**config.mk**
```make
export PLATFORM = sky130hd
export DESIGN_NAME = chess_clock_multi
export DESIGN_NICKNAME = d
export VERILOG_FILES = /design/src/rtl/chess_clock_multi.sv
export SDC_FILE = /design/constraint.sdc
export NUM_CORES = 1
export LEC_CHECK = 0
export CELL_PAD_IN_SITES_DETAIL_PLACEMENT = 0
export CELL_PAD_IN_SITES_GLOBAL_PLACEMENT = 1
export CORE_ASPECT_RATIO = 0.6
export CORE_UTILIZATION = 25
export DETAILED_ROUTE_END_ITERATION = 16
export PLACE_DENSITY_LB_ADDON = 0.1
export REMOVE_ABC_BUFFERS = 1
export SYNTH_ARGS = -nofsm -noshare
export SYNTH_HDL_FRONTEND = slang
export SYNTH_SLANG_ARGS = --single-unit
```
**constraint.sdc**
```tcl
create_clock -name clock -period 6.34 [get_ports clock]
set_input_delay 1.902 -clock clock [delete_from_list [all_inputs] [get_ports clock]]
set_output_delay 1.902 -clock clock [all_outputs]
set_load 0.01 [all_outputs]
```
**src/rtl/chess_clock_multi.sv**
```systemverilog
// -----------------------------------------------------------------------------
// chess_clock_multi
//   N-player game clock. Each player owns an mm:ss countdown held as four BCD
//   digits. Only the player selected by Active counts down, once per second,
//   paced by a prescaler that produces a one-cycle Tick enable. A completed
//   move (Switch) adds a Fischer increment to the mover. A player reaching
//   00:00 raises its Timeout flag; GameOver follows one cycle later, is sticky
//   until reset and freezes every count.
//
//   Optional build macro: CHESS_CLOCK_DELAY_EN
//     Defined   -> simple delay mode: Switch arms a shared delay counter
//                  loaded with INCREMENT_SECONDS. Ticks drain that counter
//                  before they touch the Active player's time.
//     Undefined -> Fischer increment; no delay counter exists.
//
// Ports:
//   clock     in   system clock
//   reset     in   asynchronous active-low reset
//   Run       in   1 = count, 0 = pause (partial second is kept)
//   Active    in   index of the running player; values >= NUM_PLAYERS idle
//   Switch    in   one-cycle pulse: Active player completed a move
//   MinTens   out  BCD minutes tens, player p at [4p+3:4p]
//   MinUnits  out  BCD minutes units
//   SecTens   out  BCD seconds tens
//   SecUnits  out  BCD seconds units
//   Timeout   out  per-player flag
//   GameOver  out  registered, sticky OR of Timeout
//   Tick      out  one-cycle pulse per counted second
// -----------------------------------------------------------------------------
module chess_clock_multi #(
  parameter int NUM_PLAYERS       = 2,
  parameter int CLOCK_FREQUENCY   = 50000000,
  parameter int START_MINUTES     = 5,
  parameter int START_SECONDS     = 0,
  parameter int INCREMENT_SECONDS = 2,
  parameter int PLAYER_BITS       = 1
) (
  input  logic                     clock,
  input  logic                     reset,
  input  logic                     Run,
  input  logic [PLAYER_BITS-1:0]   Active,
  input  logic                     Switch,
  output logic [4*NUM_PLAYERS-1:0] MinTens,
  output logic [4*NUM_PLAYERS-1:0] MinUnits,
  output logic [4*NUM_PLAYERS-1:0] SecTens,
  output logic [4*NUM_PLAYERS-1:0] SecUnits,
  output logic [NUM_PLAYERS-1:0]   Timeout,
  output logic                     GameOver,
  output logic                     Tick
);

  typedef struct packed {
    logic [3:0] mt;
    logic [3:0] mu;
    logic [3:0] st;
    logic [3:0] su;
  } bcd_t;

  localparam int PW = (CLOCK_FREQUENCY > 1) ? $clog2(CLOCK_FREQUENCY) : 1;
  localparam logic [PW-1:0] TERMINAL = PW'(CLOCK_FREQUENCY - 1);

  // Split into digits at elaboration time; the datapath itself never divides.
  localparam logic [3:0] INC_T = 4'(INCREMENT_SECONDS / 10);
  localparam logic [3:0] INC_U = 4'(INCREMENT_SECONDS % 10);
  localparam bcd_t START_TIME = '{mt: 4'(START_MINUTES / 10), mu: 4'(START_MINUTES % 10),
                                  st: 4'(START_SECONDS / 10), su: 4'(START_SECONDS % 10)};

  // One second off, with BCD borrows; 00:00 is returned unchanged.
  function automatic bcd_t dec_time(input bcd_t t);
    bcd_t r;
    r = t;
    if (t.st != 4'd0 || t.su != 4'd0) begin
      if (t.su != 4'd0) r.su = t.su - 4'd1;
      else begin
        r.su = 4'd9;
        r.st = t.st - 4'd1;
      end
    end else if (t.mt != 4'd0 || t.mu != 4'd0) begin
      r.st = 4'd5;
      r.su = 4'd9;
      if (t.mu != 4'd0) r.mu = t.mu - 4'd1;
      else begin
        r.mu = 4'd9;
        r.mt = t.mt - 4'd1;
      end
    end
    return r;
  endfunction

  // Add the increment with base-10 / base-6 carries; a carry out of 99
  // minutes pins the display at 99:59.
  function automatic bcd_t inc_time(input bcd_t t);
    bcd_t       r;
    logic [4:0] su_sum;
    logic [4:0] st_sum;
    logic       c_sec;
    r      = t;
    su_sum = {1'b0, t.su} + {1'b0, INC_U};
    st_sum = {1'b0, t.st} + {1'b0, INC_T};
    if (su_sum >= 5'd10) begin
      r.su   = 4'(su_sum - 5'd10);
      st_sum = st_sum + 5'd1;
    end else begin
      r.su = su_sum[3:0];
    end
    c_sec = (st_sum >= 5'd6);
    r.st  = c_sec ? 4'(st_sum - 5'd6) : st_sum[3:0];
    if (c_sec) begin
      if (t.mt == 4'd9 && t.mu == 4'd9) r = '{mt: 4'd9, mu: 4'd9, st: 4'd5, su: 4'd9};
      else if (t.mu == 4'd9) begin
        r.mu = 4'd0;
        r.mt = t.mt + 4'd1;
      end else begin
        r.mu = t.mu + 4'd1;
      end
    end
    return r;
  endfunction

  logic [PW-1:0]          r_prescale;
  logic                   r_game_over;
  logic                   w_tick;
  logic [NUM_PLAYERS-1:0] w_sel;
  logic [NUM_PLAYERS-1:0] w_timeout;
  logic                   w_count_en;
  logic                   w_inc_en;

  // Tick fires only while counting, so a freeze also stops the prescaler.
  assign w_tick = Run && !r_game_over && (r_prescale == TERMINAL);

  // NOTE: clocked state is written with non-blocking assignments so every
  // register samples pre-edge values regardless of block ordering.
  always_ff @(posedge clock or negedge reset) begin
    if (!reset)                     r_prescale <= '0;
    else if (Run && !r_game_over)   r_prescale <= w_tick ? '0 : r_prescale + PW'(1);
  end

  // An out-of-range Active matches no player, which idles ticks and Switch.
  // NOTE: combinational outputs get a default before any conditional write so
  // no path can leave them holding a value, which would infer a latch.
  always_comb begin
    w_sel = '0;
    for (int p = 0; p < NUM_PLAYERS; p++) w_sel[p] = (Active == PLAYER_BITS'(p));
  end

`ifdef CHESS_CLOCK_DELAY_EN
  logic       w_active_valid;
  logic [5:0] r_delay;
  logic       r_armed;

  assign w_active_valid = |w_sel;

  always_ff @(posedge clock or negedge reset) begin
    if (!reset) begin
      r_delay <= '0;
      r_armed <= 1'b0;
    end else if (Switch && w_active_valid && !r_game_over) begin
      r_delay <= 6'(INCREMENT_SECONDS);
      r_armed <= ~r_armed;
    end else if (w_tick && w_active_valid && r_delay != 6'd0) begin
      r_delay <= r_delay - 6'd1;
    end
  end

  // The player's own time only runs once the delay has drained.
  assign w_count_en = (r_delay == 6'd0);
  assign w_inc_en   = 1'b0;
`else
  assign w_count_en = 1'b1;
  assign w_inc_en   = 1'b1;
`endif

  for (genvar p = 0; p < NUM_PLAYERS; p++) begin : g_player
    bcd_t r_time;
    bcd_t w_dec;
    bcd_t w_after_tick;
    bcd_t w_next;
    logic r_flag;
    logic w_tick_p;
    logic w_hit_zero;

    // Decrement first, then increment; landing on 00:00 raises the flag and
    // discards any increment from the same edge.
    always_comb begin
      w_tick_p     = w_tick && w_sel[p] && w_count_en;
      w_dec        = dec_time(r_time);
      w_after_tick = w_tick_p ? w_dec : r_time;
      w_hit_zero   = w_tick_p && (w_dec == '0);
      w_next       = w_after_tick;
      if (!w_hit_zero && w_inc_en && Switch && w_sel[p] && !r_game_over)
        w_next = inc_time(w_after_tick);
    end

    // NOTE: the per-player time registers are reset (not left to power-up)
    // because the START digits must be visible as soon as reset asserts.
    always_ff @(posedge clock or negedge reset) begin
      if (!reset) begin
        r_time <= START_TIME;
        r_flag <= 1'b0;
      end else begin
        r_time <= w_next;
        if (w_hit_zero) r_flag <= 1'b1;
      end
    end

    assign MinTens[4*p +: 4]  = r_time.mt;
    assign MinUnits[4*p +: 4] = r_time.mu;
    assign SecTens[4*p +: 4]  = r_time.st;
    assign SecUnits[4*p +: 4] = r_time.su;
    assign w_timeout[p]       = r_flag;
  end

  always_ff @(posedge clock or negedge reset) begin
    if (!reset)          r_game_over <= 1'b0;
    else if (|w_timeout) r_game_over <= 1'b1;
  end

  assign Timeout  = w_timeout;
  assign GameOver = r_game_over;
  assign Tick     = w_tick;

endmodule

```
==> results.sh <==
export IMPL_status="completed"
export IMPL_clock_latency_ps=340
export IMPL_syn_mean_instance_area_um2=8.495
export IMPL_min_path_type="reg2reg"
export IMPL_critPathCaptureType="primary output"
export IMPL_cts_hold_buf=0
export IMPL_p_leak_nw=2.309
export IMPL_num_vias=4446
export IMPL_crit_path_frequent_cell="clkdlybuf4s50_1"
export IMPL_grtUsageTotal=0.1624
export IMPL_rsz0062_at_grt="false"
export IMPL_hpwl_um=11930
export IMPL_pwr_share_seq=0.288
export IMPL_fill_cells=1949
export IMPL_wl_um=15530
export IMPL_fin_crit_sh=0.9196
export IMPL_io_pins=41
export IMPL_synth_seq_area_share=0.3185
export IMPL_via_per_inst=5.182
export IMPL_drc=0
export IMPL_dieArea_mm2=0.01981
export IMPL_final_antenna_net_count=0
export IMPL_antenna_found_initial=0
export IMPL_fin_crit_ps=5831
export IMPL_max_slew_margin=0.4309
export IMPL_gp_congestion=0.8548
export IMPL_layout_drive_gt1_share=0.1440
export IMPL_grt_pass1_vias=4034
export IMPL_seqCellArea_mm2=0.001531
export IMPL_yosys_warnings=0
export IMPL_clk_pin_slew_ps=60
export IMPL_synth_cell_types=76
export IMPL_core_area_mm2=0.01845
export IMPL_multi_input_area_mm2=0.003122
export IMPL_timing_hold_ws_ps=473.0
export IMPL_p_int_mw=1.349
export IMPL_finClkSkew_ps=8.228
export IMPL_maxCapViolCount=0
export IMPL_cts_path_max_buffers=2
export IMPL_cts_resized=0
export IMPL_swShare=0.4408
export IMPL_setup_viol_count_final=0
export IMPL_p_switching_mw=1.064
export IMPL_crit_family="buffers and inverters"
export IMPL_grt_max_degree=62
export IMPL_synthTopCellsByArea="dfrtp_1, nand2_1, nor2_1, ha_1, xnor2_1"
export IMPL_start_kind="input pin"
export IMPL_drv_slew=0
export IMPL_synth_common_cells="nand2_1, nor2_1, dfrtp_1"
export IMPL_synth_main_ff_cell="dfrtp_1"
export IMPL_finalHoldViolations=0
export IMPL_critical_path_max_fanout=6
export IMPL_arrival_ps=3930
export IMPL_start_util=0.2606
export IMPL_cts_tree="built"
export IMPL_syn_to_final_growth_pct=21.47
export IMPL_synth_edf_count=0
export IMPL_path_class="in2out"
export IMPL_worst_path_buf_inv=2
export IMPL_combinationalPowerShare=0.494
export IMPL_path_cells="clkdlybuf4s50_1, nand3b_1, or3_1, nor3_2, clkdlybuf4s50_1"
export IMPL_first_pass_iters=7
export IMPL_clkSinkCount=61
export IMPL_cp_required_ps=4440
export IMPL_finalSetupTns_ps=0
export IMPL_postCtsSetupBuffers=0
export IMPL_synth_most_common_cell="nand2_1"
export IMPL_synth_top_cell_area_share=0.2966
export IMPL_power_density_mw_per_mm2=413.1
export IMPL_place_port_buffers=40
export IMPL_yosysTopAreaCell="dfrtp_1"
export IMPL_async_reset_ff_frac=1.000
export IMPL_grt_overflow_total=0
export IMPL_nets=635
export IMPL_row_count=38
export IMPL_ys_ff_latch=61
export IMPL_crit_path_max_incr_delay_ps=610
export IMPL_grt_pass1_wl_um=24230
export IMPL_n_antenna_cell=0
export IMPL_ir_drop_v=0.0001399
export IMPL_die_y_um=109.4
export IMPL_cts_root_buf="clkbuf_16"
export IMPL_die_w_um=181.0
export IMPL_syn_inst=566
export IMPL_synth_area_mm2=0.004808
export IMPL_cts_made_buffers=9
export IMPL_wl_per_cell_um=18.10
export IMPL_tightestPinTransition_ps=853.6
export IMPL_drtIter0Drc=372
export IMPL_clkPwrFrac=0.217
export IMPL_crit_path_top_delay_cell="clkdlybuf4s50_1"
export IMPL_htree_num_levels=3
export IMPL_fmax_mhz=171.5
-- power groups by stage --
stage	Combinational [mW]	Clock, mW	Sequential [mW]
after floorplan	0.781	0	0.666
after global placement	1.19	0	0.702
after detailed placement	1.18	0	0.700
after CTS	1.19	0.545	0.694
after global routing	1.31	0.565	0.716
final	1.19	0.525	0.695
-- worst register-to-register path, stage by stage (launching register included) --
cell	delay [ps]
dfrtp_1	500
inv_1	130
ha_1	220
or3b_1	460
o31ai_1	530
nor3_2	120
o22ai_1	330
inv_1	140
ha_1	310
mux2_2	290
ha_1	220
a31o_1	220
a211oi_4	210
and2_4	240
nor2_2	70
mux2_2	260
mux2_2	260
-- stage by stage --
stage               std cells    util  setup slack [ps]  power (mW)  area, um^2
floorplan                 547       -             952.4       1.447        4720
global placement          842  0.2999             441.9       1.888        5533
detailed placement        842  0.2999             330.6       1.878        5533
CTS                       858  0.3166             462.5       2.425        5841
global route              858  0.3166             415.0       2.595        5841
finish                    858  0.3166             509.4       2.413        5841
-- flip-flops by register name, indices dropped and copies added (netlist names) --
| register | count |
|---|---|
| SecUnits | 8 |
| g_player.r_flag | 2 |
| GameOver | 1 |
| r_prescale | 26 |
| MinTens | 8 |
| SecTens | 8 |
| MinUnits | 8 |
-- cell usage in the layout (no fill, tap or decap), drive strengths merged, types with 5 or more instances in the layout --
cell | synthesis | routed
mux2 | 13 | 13
nor3 | 27 | 27
nor3b | 6 | 6
xnor2 | 22 | 22
and2 | 5 | 5
buf | 9 | 16
nor2 | 60 | 60
nor2b | 5 | 5
or3 | 9 | 9
dfrtp | 57 | 57
nor4 | 14 | 14
o21ai | 25 | 25
a31o | 6 | 6
mux2i | 18 | 18
or2 | 6 | 6
nand3 | 24 | 24
clkbuf | 10 | 9
or4 | 8 | 8
inv | 19 | 22
nand2b | 9 | 9
xor2 | 14 | 14
clkdlybuf4s50 | 0 | 39
a21oi | 24 | 24
a21o | 6 | 6
ha | 17 | 17
nand2 | 68 | 68
nand4 | 15 | 15
-- cell type report --
cell class / count / area share
inverters: 19 / 0.01221
flip-flops and latches: 61 / 0.2622
well taps: 240 / 0.05141
clock inverters: 7 / 0.01414
repair buffers: 55 / 0.08698
multi-input cells: 467 / 0.5345
clock buffers: 9 / 0.03856
-- final timing paths --
path | from | endpoint | slack, ps | cells past startpoint
setup / recovery | Run | Tick | 510 | 5
hold / removal | r_prescale[2] | r_prescale[2] | 470 | 1
setup reg to reg | SecTens[0] | SecTens[1] | 1720 | 16
hold reg to reg | r_prescale[2] | r_prescale[2] | 470 | 1
max in group asynchronous | reset | SecTens[7] | 4020 | 2
min in group asynchronous | reset | SecUnits[2] | 1750 | 2
-- metal layers --
metal	track usage	wire [um]	vias to the layer above
met2	0.1988	5421	119
met3	0.03842	899	11
met5	0	0	-
met1	0.2702	9121	2144
li1	-	-	2172
met4	0.02724	91	0
-- cells by family (layout without fill, tap and decap cells) --
group,after synthesis,in the layout,share of synthesized area
AO/OA/AOI/OAI,104,104,0.1494
XOR/XNOR,36,36,0.06557
adder cells (fa/ha/maj),17,17,0.04424
buffers and inverters,38,90,0.03330
flip-flops,61,61,0.3185
multiplexers,31,31,0.06792
AND/OR/NAND/NOR,279,279,0.3211
Note: power is estimated with default switching activity, not from simulation.
